**src/rtl/axi_stream_extract_header.sv**
```systemverilog
// Strips a 1..DATA_BYTE_WD byte header from each AXI-Stream packet onto a side
// channel and re-packs the remaining payload into full MSB-first beats.
module axi_stream_extract_header #(
  parameter int DATA_WD      = 32,
  parameter int DATA_BYTE_WD = DATA_WD / 8,
  parameter int HDR_LEN_WD   = $clog2(DATA_BYTE_WD) + 1
) (
  input  logic                    clk,
  input  logic                    rst_n,
  input  logic                    valid_in,
  input  logic [DATA_WD-1:0]      data_in,
  input  logic [DATA_BYTE_WD-1:0] keep_in,
  input  logic                    last_in,
  output logic                    ready_in,
  input  logic [HDR_LEN_WD-1:0]   hdr_len,
  output logic                    valid_out,
  output logic [DATA_WD-1:0]      data_out,
  output logic [DATA_BYTE_WD-1:0] keep_out,
  output logic                    last_out,
  input  logic                    ready_out,
  output logic                    valid_header,
  output logic [DATA_WD-1:0]      header_out,
  output logic [DATA_BYTE_WD-1:0] keep_header,
  input  logic                    ready_header
);

  localparam int CW = HDR_LEN_WD + 1;
  typedef logic [CW-1:0]           cnt_t;
  typedef logic [DATA_BYTE_WD-1:0] keep_t;
  typedef logic [DATA_WD-1:0]      data_t;
  localparam cnt_t FULL = cnt_t'(DATA_BYTE_WD);

  typedef enum logic [1:0] {FIRST, BODY, FLUSH} state_t;

  function automatic cnt_t popcnt(input keep_t k);
    cnt_t c;
    c = '0;
    for (int unsigned i = 0; i < DATA_BYTE_WD; i++) c = c + cnt_t'(k[i]);
    return c;
  endfunction

  function automatic keep_t msb_mask(input cnt_t n);
    keep_t ones;
    ones = '1;
    return ~(ones >> n);
  endfunction

  function automatic keep_t lsb_mask(input cnt_t n);
    keep_t ones;
    ones = '1;
    return ~(ones << n);
  endfunction

  function automatic data_t byte_mask(input keep_t k);
    data_t m;
    m = '0;
    for (int unsigned i = 0; i < DATA_BYTE_WD; i++) m[8*i +: 8] = {8{k[i]}};
    return m;
  endfunction

  state_t state_q;
  data_t  res_q;
  cnt_t   res_cnt_q;
  logic   valid_out_q, last_out_q, valid_header_q;
  data_t  data_out_q, header_q;
  keep_t  keep_out_q, keep_header_q;

  cnt_t  h, n_in, hn, f_rcnt, b_total, b_rcnt;
  keep_t f_hkeep, b_keep;
  data_t f_hdata, f_res, b_data, b_res;
  logic  b_fits, out_free, accept;

  // Residual bytes are kept MSB-aligned so each beat is {residual, head of data_in}.
  always_comb begin
    h = cnt_t'(hdr_len);
    if (h == '0 || h > FULL) h = FULL;
    n_in    = last_in ? popcnt(keep_in) : FULL;
    hn      = (n_in < h) ? n_in : h;
    f_hkeep = lsb_mask(hn);
    f_hdata = (data_in >> {FULL - hn, 3'b000}) & byte_mask(f_hkeep);
    f_rcnt  = (n_in > h) ? n_in - h : '0;
    f_res   = (data_in << {h, 3'b000}) & byte_mask(msb_mask(f_rcnt));
    b_total = res_cnt_q + n_in;
    b_fits  = last_in && (b_total <= FULL);
    b_keep  = b_fits ? msb_mask(b_total) : '1;
    b_data  = (res_q | (data_in >> {res_cnt_q, 3'b000})) & byte_mask(b_keep);
    b_rcnt  = b_fits ? '0 : b_total - FULL;
    b_res   = (data_in << {FULL - res_cnt_q, 3'b000}) & byte_mask(msb_mask(b_rcnt));
    out_free = !valid_out_q || ready_out;
    case (state_q)
      FIRST:   ready_in = !valid_header_q || ready_header;
      BODY:    ready_in = out_free;
      default: ready_in = 1'b0;
    endcase
    accept = valid_in && ready_in;
  end

  always_ff @(posedge clk or negedge rst_n) begin
    if (!rst_n) begin
      state_q        <= FIRST;
      res_q          <= '0;
      res_cnt_q      <= '0;
      valid_out_q    <= 1'b0;
      last_out_q     <= 1'b0;
      data_out_q     <= '0;
      keep_out_q     <= '0;
      valid_header_q <= 1'b0;
      header_q       <= '0;
      keep_header_q  <= '0;
    end else begin
      if (valid_header_q && ready_header) valid_header_q <= 1'b0;
      if (valid_out_q && ready_out)       valid_out_q    <= 1'b0;
      case (state_q)
        FIRST: if (accept) begin
          header_q       <= f_hdata;
          keep_header_q  <= f_hkeep;
          valid_header_q <= 1'b1;
          res_q          <= f_res;
          res_cnt_q      <= f_rcnt;
          if (!last_in)           state_q <= BODY;
          else if (f_rcnt != '0)  state_q <= FLUSH;
          else                    state_q <= FIRST;
        end
        BODY: if (accept) begin
          data_out_q  <= b_data;
          keep_out_q  <= b_keep;
          last_out_q  <= b_fits;
          valid_out_q <= 1'b1;
          res_q       <= b_res;
          res_cnt_q   <= b_rcnt;
          if (b_fits)       state_q <= FIRST;
          else if (last_in) state_q <= FLUSH;
        end
        default: if (out_free) begin
          data_out_q  <= res_q & byte_mask(msb_mask(res_cnt_q));
          keep_out_q  <= msb_mask(res_cnt_q);
          last_out_q  <= 1'b1;
          valid_out_q <= 1'b1;
          res_q       <= '0;
          res_cnt_q   <= '0;
          state_q     <= FIRST;
        end
      endcase
    end
  end

  assign valid_out    = valid_out_q;
  assign data_out     = data_out_q;
  assign keep_out     = keep_out_q;
  assign last_out     = last_out_q;
  assign valid_header = valid_header_q;
  assign header_out   = header_q;
  assign keep_header  = keep_header_q;

endmodule

```
**config.mk**
```make
export PLATFORM = sky130hd
export DESIGN_NAME = axi_stream_extract_header
export DESIGN_NICKNAME = d
export VERILOG_FILES = /design/src/rtl/axi_stream_extract_header.sv
export SDC_FILE = /design/constraint.sdc
export NUM_CORES = 1
export LEC_CHECK = 0
export CAP_MARGIN = 20
export CELL_PAD_IN_SITES_DETAIL_PLACEMENT = 0
export CELL_PAD_IN_SITES_GLOBAL_PLACEMENT = 1
export CORE_MARGIN = 2
export CORE_UTILIZATION = 41
export CTS_CLUSTER_DIAMETER = 150
export DETAILED_ROUTE_END_ITERATION = 8
export PLACE_DENSITY_LB_ADDON = 0.25
export SLEW_MARGIN = 20
export SYNTH_ARGS = -nofsm -noshare
export SYNTH_HDL_FRONTEND = slang
export SYNTH_SLANG_ARGS = --single-unit
```
**constraint.sdc**
```tcl
create_clock -name clk -period 3.7 [get_ports clk]
set_input_delay 0.74 -clock clk [delete_from_list [all_inputs] [get_ports clk]]
set_output_delay 0.74 -clock clk [all_outputs]
set_load 0.05 [all_outputs]
```
# [Word level (Yosys, flattened, before mapping)]
# Index checks and enable logic that the tools add are counted.
[classes] n_addsub=8 magnitude_cmp=4 n_eq_ne=4 shift=9 mux=39 bitwise=12 n_reduce_logical=18
[ops] cell="AND 32 bit" n=5
[ops] cell="2-to-1 mux 32 bit" n=5
[ops] cell="case mux 32 bit (2 select lines)" n=2
[ops] cell="left shift 32 x 7 -> 32 bit" n=2
[ops] cell=">> shifter 32 x 7 -> 32 bit" n=2
[ops] cell="2-to-1 mux 4 bit" n=10
[ops] cell="bitwise OR 32 bit" n=1
[ops] cell="NOT 4 bit" n=5
[ops] cell="case mux 4 bit (2 select lines)" n=2
[ops] cell=">> shifter 4 x 4 -> 4 bit (first input constant)" n=4
[ops] cell="2-to-1 mux 2 bit" n=7
[ops] cell="2-to-1 mux 1 bit" n=8
[ops] cell="subtractor 3 x 4 -> 4 bit (first input constant)" n=2
[ops] cell="case mux 1 bit (2 select lines)" n=3
[ops] cell="AND reduction 3 bit" n=2
[ops] cell="adder 3 x 1 -> 4 bit" n=1
[ops] cell="adder 4 bit" n=1
[ops] cell="> comparator 4 bit" n=1
[ops] cell="<= comparator 4 x 3 -> 1 bit (second input constant)" n=1
[ops] cell="logical AND 1 bit" n=4
[ops] cell="< comparator 4 bit" n=1
[ops] cell="inequality test 2 bit (second input constant)" n=2
[ops] cell="case mux 2 bit (2 select lines)" n=1
[ops] cell="AND reduction 4 bit" n=1
[ops] cell="other kinds (18)" n=21
[totals] register_bits=113 input_bits=45 out_inout_bits=76 wordCells=104

# [Logic depth before layout (Yosys ltp)]
# Gate-level depths: netlist of run 1.
[logic_depth] word_depth=13 mapped_depth=23 ltp_nobuf=16

# [Worst setup path before layout of run 1]
# OpenSTA, ideal clock, no wires.
[synth_path] kind="input to register" startpoint="in hdr_len[0]" endpoint="reg header_q[24], in the netlist header_out[24]" setup_ns=0.068 t_arrival_ns=5.136 required_ns=3.632 setup_slack_ns=-1.504 stages=21 path_buffers=7 path_cell_list="or2_2 ha_1 nand2b_1 buf_2 clkinv_1 buf_2 buf_2 ha_1 inv_1 ha_1 a31oi_1 fa_1 clkbuf_1 nand3_1 o21a_1 buf_2 clkbuf_1 ha_1 clkbuf_1 nor3_1 a22o_1"
[synth_via] elab_chain_cells=8 word_cells_on_any_way=11 classes_between="add/sub (1); order compare (2); shift (2); mux (2); bitwise (2); reduce/logical (2)"
[synth_lines] element="start: declaration" line="15" rtl="input logic [HDR_LEN_WD-1:0] hdr_len,"
[synth_lines] element="> comparator 3 bit or logical NOT 3 bit (tied branches)" line="76" rtl="if (h == '0 || h > FULL) h = FULL;"
[synth_lines] element="logical OR 1 bit" line="76"
[synth_lines] element="2-to-1 mux 3 bit *" line="76"
[synth_lines] element="< comparator 4 bit" line="78" rtl="hn = (n_in < h) ? n_in : h;"
[synth_lines] element="2-to-1 mux 4 bit *" line="78"
[synth_lines] element="subtractor 3 x 4 -> 4 bit or left shift 4 x 4 -> 4 bit (tied branches)" line="80, 51"
[synth_lines] element=">> shifter 32 x 7 -> 32 bit or NOT 4 bit (tied branches)" line="80, 51"
[synth_lines] element="AND 32 bit *" line="80" rtl="f_hdata = (data_in >> {FULL - hn, 3'b000}) & byte_mask(f_hkeep);"
[synth_lines] element="end signal: assignment" line="115" rtl="header_q <= f_hdata;"
[synth_lines] element="end: declaration" line="65" rtl="data_t data_out_q, header_q;"
# Every way passes the cells marked *; elsewhere a longest branch is shown, timed or not.
# A chain may end at the register's enable or synchronous reset.

# [Worst setup path in the final report of run 1]
[layout_path] startpoint="in keep_in[0]" endpoint="reg res_q[20]"
[layout_via] elab_chain_cells=13 word_cells_on_any_way=21 classes_between="add/sub (6); order compare (2); shift (2); mux (6); bitwise (4); reduce/logical (1)"
[layout_lines] element="start: declaration" line="12" rtl="input logic [DATA_BYTE_WD-1:0] keep_in,"
[layout_lines] element="adder 1 x 1 -> 2 bit *" line="38" rtl="for (int unsigned i = 0; i < DATA_BYTE_WD; i++) c = c + cnt_t'(k[i]);"
[layout_lines] element="adder 2 x 1 -> 3 bit *" line="38"
[layout_lines] element="adder 3 x 1 -> 4 bit *" line="38"
[layout_lines] element="2-to-1 mux 4 bit *" line="77" rtl="n_in = last_in ? popcnt(keep_in) : FULL;"
[layout_lines] element="adder 4 bit" line="83" rtl="b_total = res_cnt_q + n_in;"
[layout_lines] element="<= comparator 4 x 3 -> 1 bit" line="84" rtl="b_fits = last_in && (b_total <= FULL);"
[layout_lines] element="logical AND 1 bit" line="84"
[layout_lines] element="2-to-1 mux 4 bit" line="87" rtl="b_rcnt = b_fits ? '0 : b_total - FULL;"
[layout_lines] element=">> shifter 4 x 4 -> 4 bit" line="45" rtl="return ~(ones >> n);"
[layout_lines] element="NOT 4 bit" line="45"
[layout_lines] element="AND 32 bit" line="88" rtl="b_res = (data_in << {FULL - res_cnt_q, 3'b000}) & byte_mask(msb_mask(b_rcnt));"
[layout_lines] element="2-to-1 mux 32 bit" line="124" rtl="BODY: if (accept) begin"
[layout_lines] element="case mux 32 bit (2 select lines) *" line="113" rtl="case (state_q)"
[layout_lines] element="end signal: assignment" line="118" rtl="res_q <= f_res;"
[layout_lines] element="end signal: assignment" line="129" rtl="res_q <= b_res;"
[layout_lines] element="end: declaration" line="62" rtl="data_t res_q;"
# Every way passes the cells marked *; elsewhere a longest branch is shown, timed or not. The select of a mux whose other input is x is not followed.

==> results of run 1 <==
-- cells by family after synthesis --
logic type,count (synthesis)
compound gates,286
simple gates,266
flops,113
buf+inv,93
mux,47
fa+ha+maj,18
xor+xnor,7
-- cell usage in the layout, fill, tap and decap left out, drive strengths merged, types with 5 or more instances in the layout --
cell type	netlist	routed
nand2	150	150
clkdlybuf4s50	0	113
dfrtp	113	113
buf	26	98
a21oi	84	84
o21ai	71	71
mux2i	47	47
a22o	25	25
nor2b	23	23
inv	23	23
nor3	22	22
a211oi	21	21
nor2	20	20
clkbuf	42	20
a221o	16	16
ha	16	16
o221ai	13	13
and2	12	12
a31oi	11	11
a22oi	10	10
nand3	10	10
and3	9	9
clkinv	2	7
xnor2	6	6
o22ai	5	5
o211ai	5	5
nand2b	5	5
or2	5	5
-- worst max-delay path, stage by stage --
cell and delay (ns):
buf_6 0.09, fa_1 0.47, ha_2 0.21, ha_4 0.15
nand2b_4 0.15, ha_4 0.23, a31o_4 0.24, nor2_4 0.17
xnor2_4 0.14, inv_2 0.07, ha_4 0.17, or4b_4 0.51
nand3_4 0.15, o211a_4 0.26, a22oi_2 0.10, a21oi_2 0.17
-- cell type report --
type / count / area share, %
multi-input combinational: 624 / 43.6
sequential: 113 / 27.5
timing repair buffer: 213 / 19.6
clock buffer: 20 / 4.54
tap: 225 / 2.74
clock inverter: 10 / 1.08
inverter: 25 / 0.962
-- routing by layer --
metal  global-route usage [%]  part of all wire [%]
met1                     37.2                    43
met2                     46.0                    49
met3                     4.70                   5.4
met4                     10.1                   2.8
met5                        0                     0
-- stage by stage --
| stage | hold WS, ns | worst slack, ns | util [%] | setup TNS, ns |
|---|---|---|---|---|
| final | 0.402 | 0.0239 | 59.6 | 0 |
| after CTS | 0.444 | 0.00815 | 58.8 | 0 |
| after floorplan | 0.444 | -0.522 | - | -38.17 |
| after global routing | 0.453 | -0.0703 | 59.6 | -0.566 |
| after global placement | 0.458 | -0.936 | 54.6 | -84.00 |
| after detailed placement | 0.468 | -1.02 | 54.6 | -90.12 |
-- flip-flops by register name (all words and copies together) (netlist names) --
signal	cells
keep_out	4
state_q	2
valid_out	1
data_out	32
res_cnt_q	4
header_out	32
keep_header	4
last_out	1
valid_header	1
res_q	32
-- timing repair --
item	CTS	global route
endpoints found under the setup margin	108	90
buffers inserted	6	2
gates resized for setup	37	26
cloned	0	0
pin swaps	26	13
-- power by group --
part	switching, uW	internal, uW	leakage [uW]
combinational	3360	2020	0.00258
sequential	329	1680	0.00151
clock	608	1030	0.000280
-- worst min-delay path by stage --
stage                            startpoint  slack, ns                 endpoint
CTS                                   rst_n       0.44  data_out[0]$_DFFE_PN0P_
floorplan                             rst_n       0.44  data_out[0]$_DFFE_PN0P_
detailed placement  keep_out[2]$_DFFE_PN0P_       0.47  keep_out[2]$_DFFE_PN0P_
finish                                rst_n       0.40  data_out[0]$_DFFE_PN0P_
global placement    keep_out[1]$_DFFE_PN0P_       0.46  keep_out[1]$_DFFE_PN0P_
global route                          rst_n       0.45     res_q[2]$_DFFE_PN0P_
==> metrics, run 1 <==
sequential share of the synthesized area=39.2%; GRT Total Usage=28.0%; Slew Limit Fails=0; top cells by area, synth=dfrtp_1, nand2_1, mux2i_1, a21oi_1, o21ai_0; Final min period=approximately 3.7 ns; count leader, synth=nand2_1; RePlAce Congestion=0.886; TritonCTS buffer count=17; Routed WL=25,600 um; Area Growth Syn to Fin=42.6%; Die ar.=0.0187 mm^2; max-cap violations=0; clk sink count=113; via density per instance=5.96; CTS root buffer=clkbuf_16; Initial Utilization=41.8%; PD cells=about 880 mW/mm^2; largest area contributor in the netlist=dfrtp_1; row count=48; number of port buffers=120; outcome=completed; Critical Path Source Type=input pin; Avg Synthesized Cell Area=8.68 um^2; FF-to-FF path depth=9; clk_skew=around 0.011 ns; H-tree levels=4; Compound-Gate Fraction of Synth Area=27.3%; Cells after Synth=830; post-synthesis simple-gate area fraction=between 10% and 20%; Die Width=approximately 140 um; routed len/inst=20.8 um; Cell Area, Placed=0.00942 mm^2; grt ovf=0; global-route wire length before repair=39,900 um; post-layout instance area=0.0103 mm^2; fin cells=1,230; critical path fanouts, max=8; Nets=approximately 1,100; Die Y=~140 um; largest net degree at the start of global routing=between 100 and 150; FFs w/ async S/R, synth=100%; vias in the first global route=7,300; Hold Path Class=input pin to asynchronous set/reset pin; syn nets=893; Tot Pwr=9030 uW; critical path type=input pin to flop; antenna violations before repair=0; placed cell count=1,192; Synth Register Bits=between 100 and 150; Antenna diodes=0; CP endpoint=res_q[20]$_DFFE_PN0P_; Hold Buf Count CTS=0; number of synthesized flops with an enable pin=0; post-route ant nets=0; hpwl dp=18,400 um; fillers=about 1,500; CP required=a little over 4 ns; slew margin rel.=47.7%; P_leak=between 0.004 and 0.005 uW; ys flop type=dfrtp_1; distinct cell type count after synthesis=71; Detailed Route Iter0 Violations=653; RSZ-0062 raised after global routing=yes; via count=approximately 7,300; core area=0.0172 mm^2; YS warnings=0; Final period util=99.4%; main combinational cell family by area after synthesis=compound AO/OA/AOI/OAI gates; FF+latch area=0.00283 mm^2; worst r2r src=res_cnt_q[1]$_DFFE_PN0P_; Least-Margin Pin Slew=just under 0.8 ns; post-synthesis mux area share=6.53%; internal reg-to-reg setup slack=0.76 ns; Multi-input gate area=roughly 0.0045 mm^2; Peak VDD IR=0.551 mV; DRC Markers=0; Synth top area share=39.2%; Worst-Skew Late Latency=0.42 ns; CTS clk-pin slew, worst paths=0.05 ns; drt pass-1 iters=6; Synth Area in XOR/XNOR=between 1 and 1.5%; Final Hold Viols=0; crit path from=keep_in[0]; arrival time at the worst endpoint=between 4 and 5 ns; final setup fails=0; Synth top cells by count=nand2_1, dfrtp_1, a21oi_1; Crit. End Element=flop; worst reg2reg endpoint=res_q[27]$_DFFE_PN0P_; # IOs=about 120; Fmax=between 200 and 300 MHz; share of cells above drive strength 1=22.8%; cell area after synthesis=0.00721 mm^2; CTS tree=yes; adder-cell share of the synthesized area=between 3 and 4%; Max clock buf depth=2
No activity file was read; power rests on OpenSTA's default activity.
==> inputs of run 2 (changes only) <==
- SLEW_MARGIN: 20 -> default
==> results of run 2 <==
Final layout, timing and power as in run 1 (identical DEF).
==> inputs of run 3 (changes only) <==
- CORE_UTILIZATION: 41 -> 37
- clock period: 3.7 -> 3.1 ns (I/O delays scaled with it)
==> metrics, run 3 (synthesis results as in run 1) <==
outcome=finished, violations left; violated checks=negative setup slack; TritonCTS buffer count=17 (unchanged); sequential power share=20.9% (-1.4 points); clk sink count=113 (unchanged); share of cells above drive strength 1=28.2% (+5.4 points); most frequent cells in the layout=nand2_1, clkdlybuf4s50_1, dfrtp_1, buf_4, a21oi_1; Slew Limit Fails=0 (unchanged); Initial Utilization=37.4% (-4.4 points); Hold Buf Count CTS=0 (unchanged); P_leak=0.00461 uW (+5.6%); Peak VDD IR=0.592 mV (+7.5%); antenna violations before repair=0 (unchanged); Fmax=275 MHz; vias in the first global route=7,186 (-1.6%); worst reg2reg endpoint=res_q[20]$_DFFE_PN0P_; Final Hold Viols=0 (unchanged); Final min period=3.63 ns; Worst-Skew Late Latency=0.42 ns (about the same); Detailed Route Iter0 Violations=537 (-18%); RSZ-0062 raised after global routing=yes; Die Width=144 um (+5.1%); arrival time at the worst endpoint=3.96 ns (-0.06 ns); DRC Markers=0 (unchanged); slack of the critical path=-0.531 ns (-0.555 ns); Critical Path Source Type=input pin; post-route ant nets=0 (unchanged); critical path type=input pin to flop; Area Growth Syn to Fin=51.7%; Crit. End Element=flop; worst r2r src=res_cnt_q[2]$_DFFE_PN0P_; Multi-input gate area=0.00471 mm^2 (+5.1%); max-cap violations=0 (unchanged); Int Power=6010 uW (+27%); fillers=1,752 (+17%); drt pass-1 iters=6 (unchanged); largest net degree at the start of global routing=75 (-34%); PD cells=1040 mW/mm^2 (+19%); FF-to-FF path depth=11 (+2); row count=51 (+6.3%); Final period util=117%; commonest non-fill, non-tap cell in the layout=nand2_1; core area=0.0193 mm^2 (+12%); FF+latch area=0.00283 mm^2 (unchanged); Hold Path Class=input pin to asynchronous set/reset pin; internal reg-to-reg setup slack=0.32 ns (-0.44 ns); Routed WL=25,300 um (-1.2%); grt ovf=0 (unchanged); via count=7,180 (-2.1%); Die Y=144 um (+5.1%); slew margin rel.=46.2% (-1.5 points); Least-Margin Pin Slew=0.807 ns (+0.0229 ns); Die ar.=0.0206 mm^2 (+10%); Clk pwr share=17.1% (-1.0 points); sw frac=47.3% (-0.27 points); final setup fails=109 (+109); # IOs=121 (unchanged); CTS root buffer=clkbuf_16; Nets=1,092 (+3.3%); global-route wire length before repair=40,300 um (+1.0%); hpwl dp=18,000 um (-2.6%); crit path from=keep_in[3]; H-tree levels=4 (unchanged); Net Sw Power=5390 uW (+25%); via density per instance=5.50 (-7.7%); CTS tree=yes; Antenna diodes=0 (unchanged); number of port buffers=120 (unchanged); GRT Total Usage=25.4% (-2.5 points); placed cell count=1,253 (+5.1%); RePlAce Congestion=0.915 (+3.3%); critical path fanouts, max=8 (unchanged); Max clock buf depth=2 (unchanged); fin cells=1,305 (+6.1%); final core occ=56.7% (-2.9 points); CP required=3.43 ns (-0.61 ns); Tot Pwr=11,400 uW (+26%); routed len/inst=19.4 um (-6.9%); clk_skew=0.0110 ns (-0.000206 ns); part of the power in combinational logic=62.1% (+2.5 points); CTS clk-pin slew, worst paths=0.06 ns (about the same)
run 3: changes by cell type in the layout (fill, tap and decap cells not counted), sizes merged:
cell / before / now
dlymetal6s2s: 0 / 1
clkinv: 7 / 6
clkbuf: 20 / 21
o21ai: 71 / 72
dlygate4sd2: 2 / 1
clkinvlp: 3 / 4
buf: 98 / 131
run 3: cell type report:
| type | instances | share of cell area, % |
|---|---|---|
| Clock buffer | 20 | 4.27 |
| Multi-Input combinational cell | 625 | 43.0 |
| Inverter | 25 | 0.984 |
| Clock inverter | 10 | 1.02 |
| Sequential cell | 113 | 25.9 |
| Tap cell | 265 | 3.03 |
| Timing Repair Buffer | 247 | 21.8 |
run 3: worst max-delay path, stage by stage:
cell and delay [ns]:
buf_6 0.09, fa_1 0.47, ha_2 0.20, ha_4 0.28
nand2_4 0.08, xnor2_2 0.20, ha_2 0.23, a31oi_4 0.04
fa_2 0.39, buf_6 0.14, buf_6 0.11, a21o_1 0.16
a2bb2oi_1 0.13, or4_1 0.48, buf_6 0.17, o221ai_2 0.16
run 3: stage by stage:
stage,hold WS (ns),setup TNS (ns),setup slack (ns),cell area [um^2]
after floorplan,0.324,-90.05,-1.00,7540
after global placement,0.460,-134.95,-1.36,9590
after detailed placement,0.464,-141.24,-1.46,9590
after CTS,0.236,-45.43,-0.535,10600
after global routing,0.253,-57.07,-0.633,10900
final,0.219,-43.93,-0.531,10900
run 3: timing repair:
action / in CTS / in global routing
setup endpoints to repair: 109 / 109
cloned: 1 / 1
setup buffers: 12 / 9
gates resized for setup: 83 / 71
pin swaps: 43 / 48
run 3: power by group through the flow:
stage	Clock [uW]	Sequential, uW	Combinational [uW]
floorplan	0	3430	2940
global placement	0	2390	6220
detailed placement	0	2380	6240
CTS	1970	2370	6670
global route	2050	2450	7570
finish	1940	2380	7080
run 3: per-layer routing:
metal,global-route usage [%],vias up,wire [um]
met4,7.84,0,427
met3,5.06,33,1760
met5,0,-,0
met2,37.5,279,11200
met1,37.5,3455,11900
li1,-,3413,-
run 3: worst max-delay path by stage:
stage | endpoint | slack (ns) | depth (start not counted)
after floorplan | header_out[0]$_DFFE_PN0P_ | -1.00 | 22
after global placement | res_q[28]$_DFFE_PN0P_ | -1.36 | 16
after detailed placement | res_q[26]$_DFFE_PN0P_ | -1.46 | 16
after CTS | res_q[8]$_DFFE_PN0P_ | -0.54 | 16
after global routing | res_q[19]$_DFFE_PN0P_ | -0.63 | 16
final | res_q[14]$_DFFE_PN0P_ | -0.53 | 16
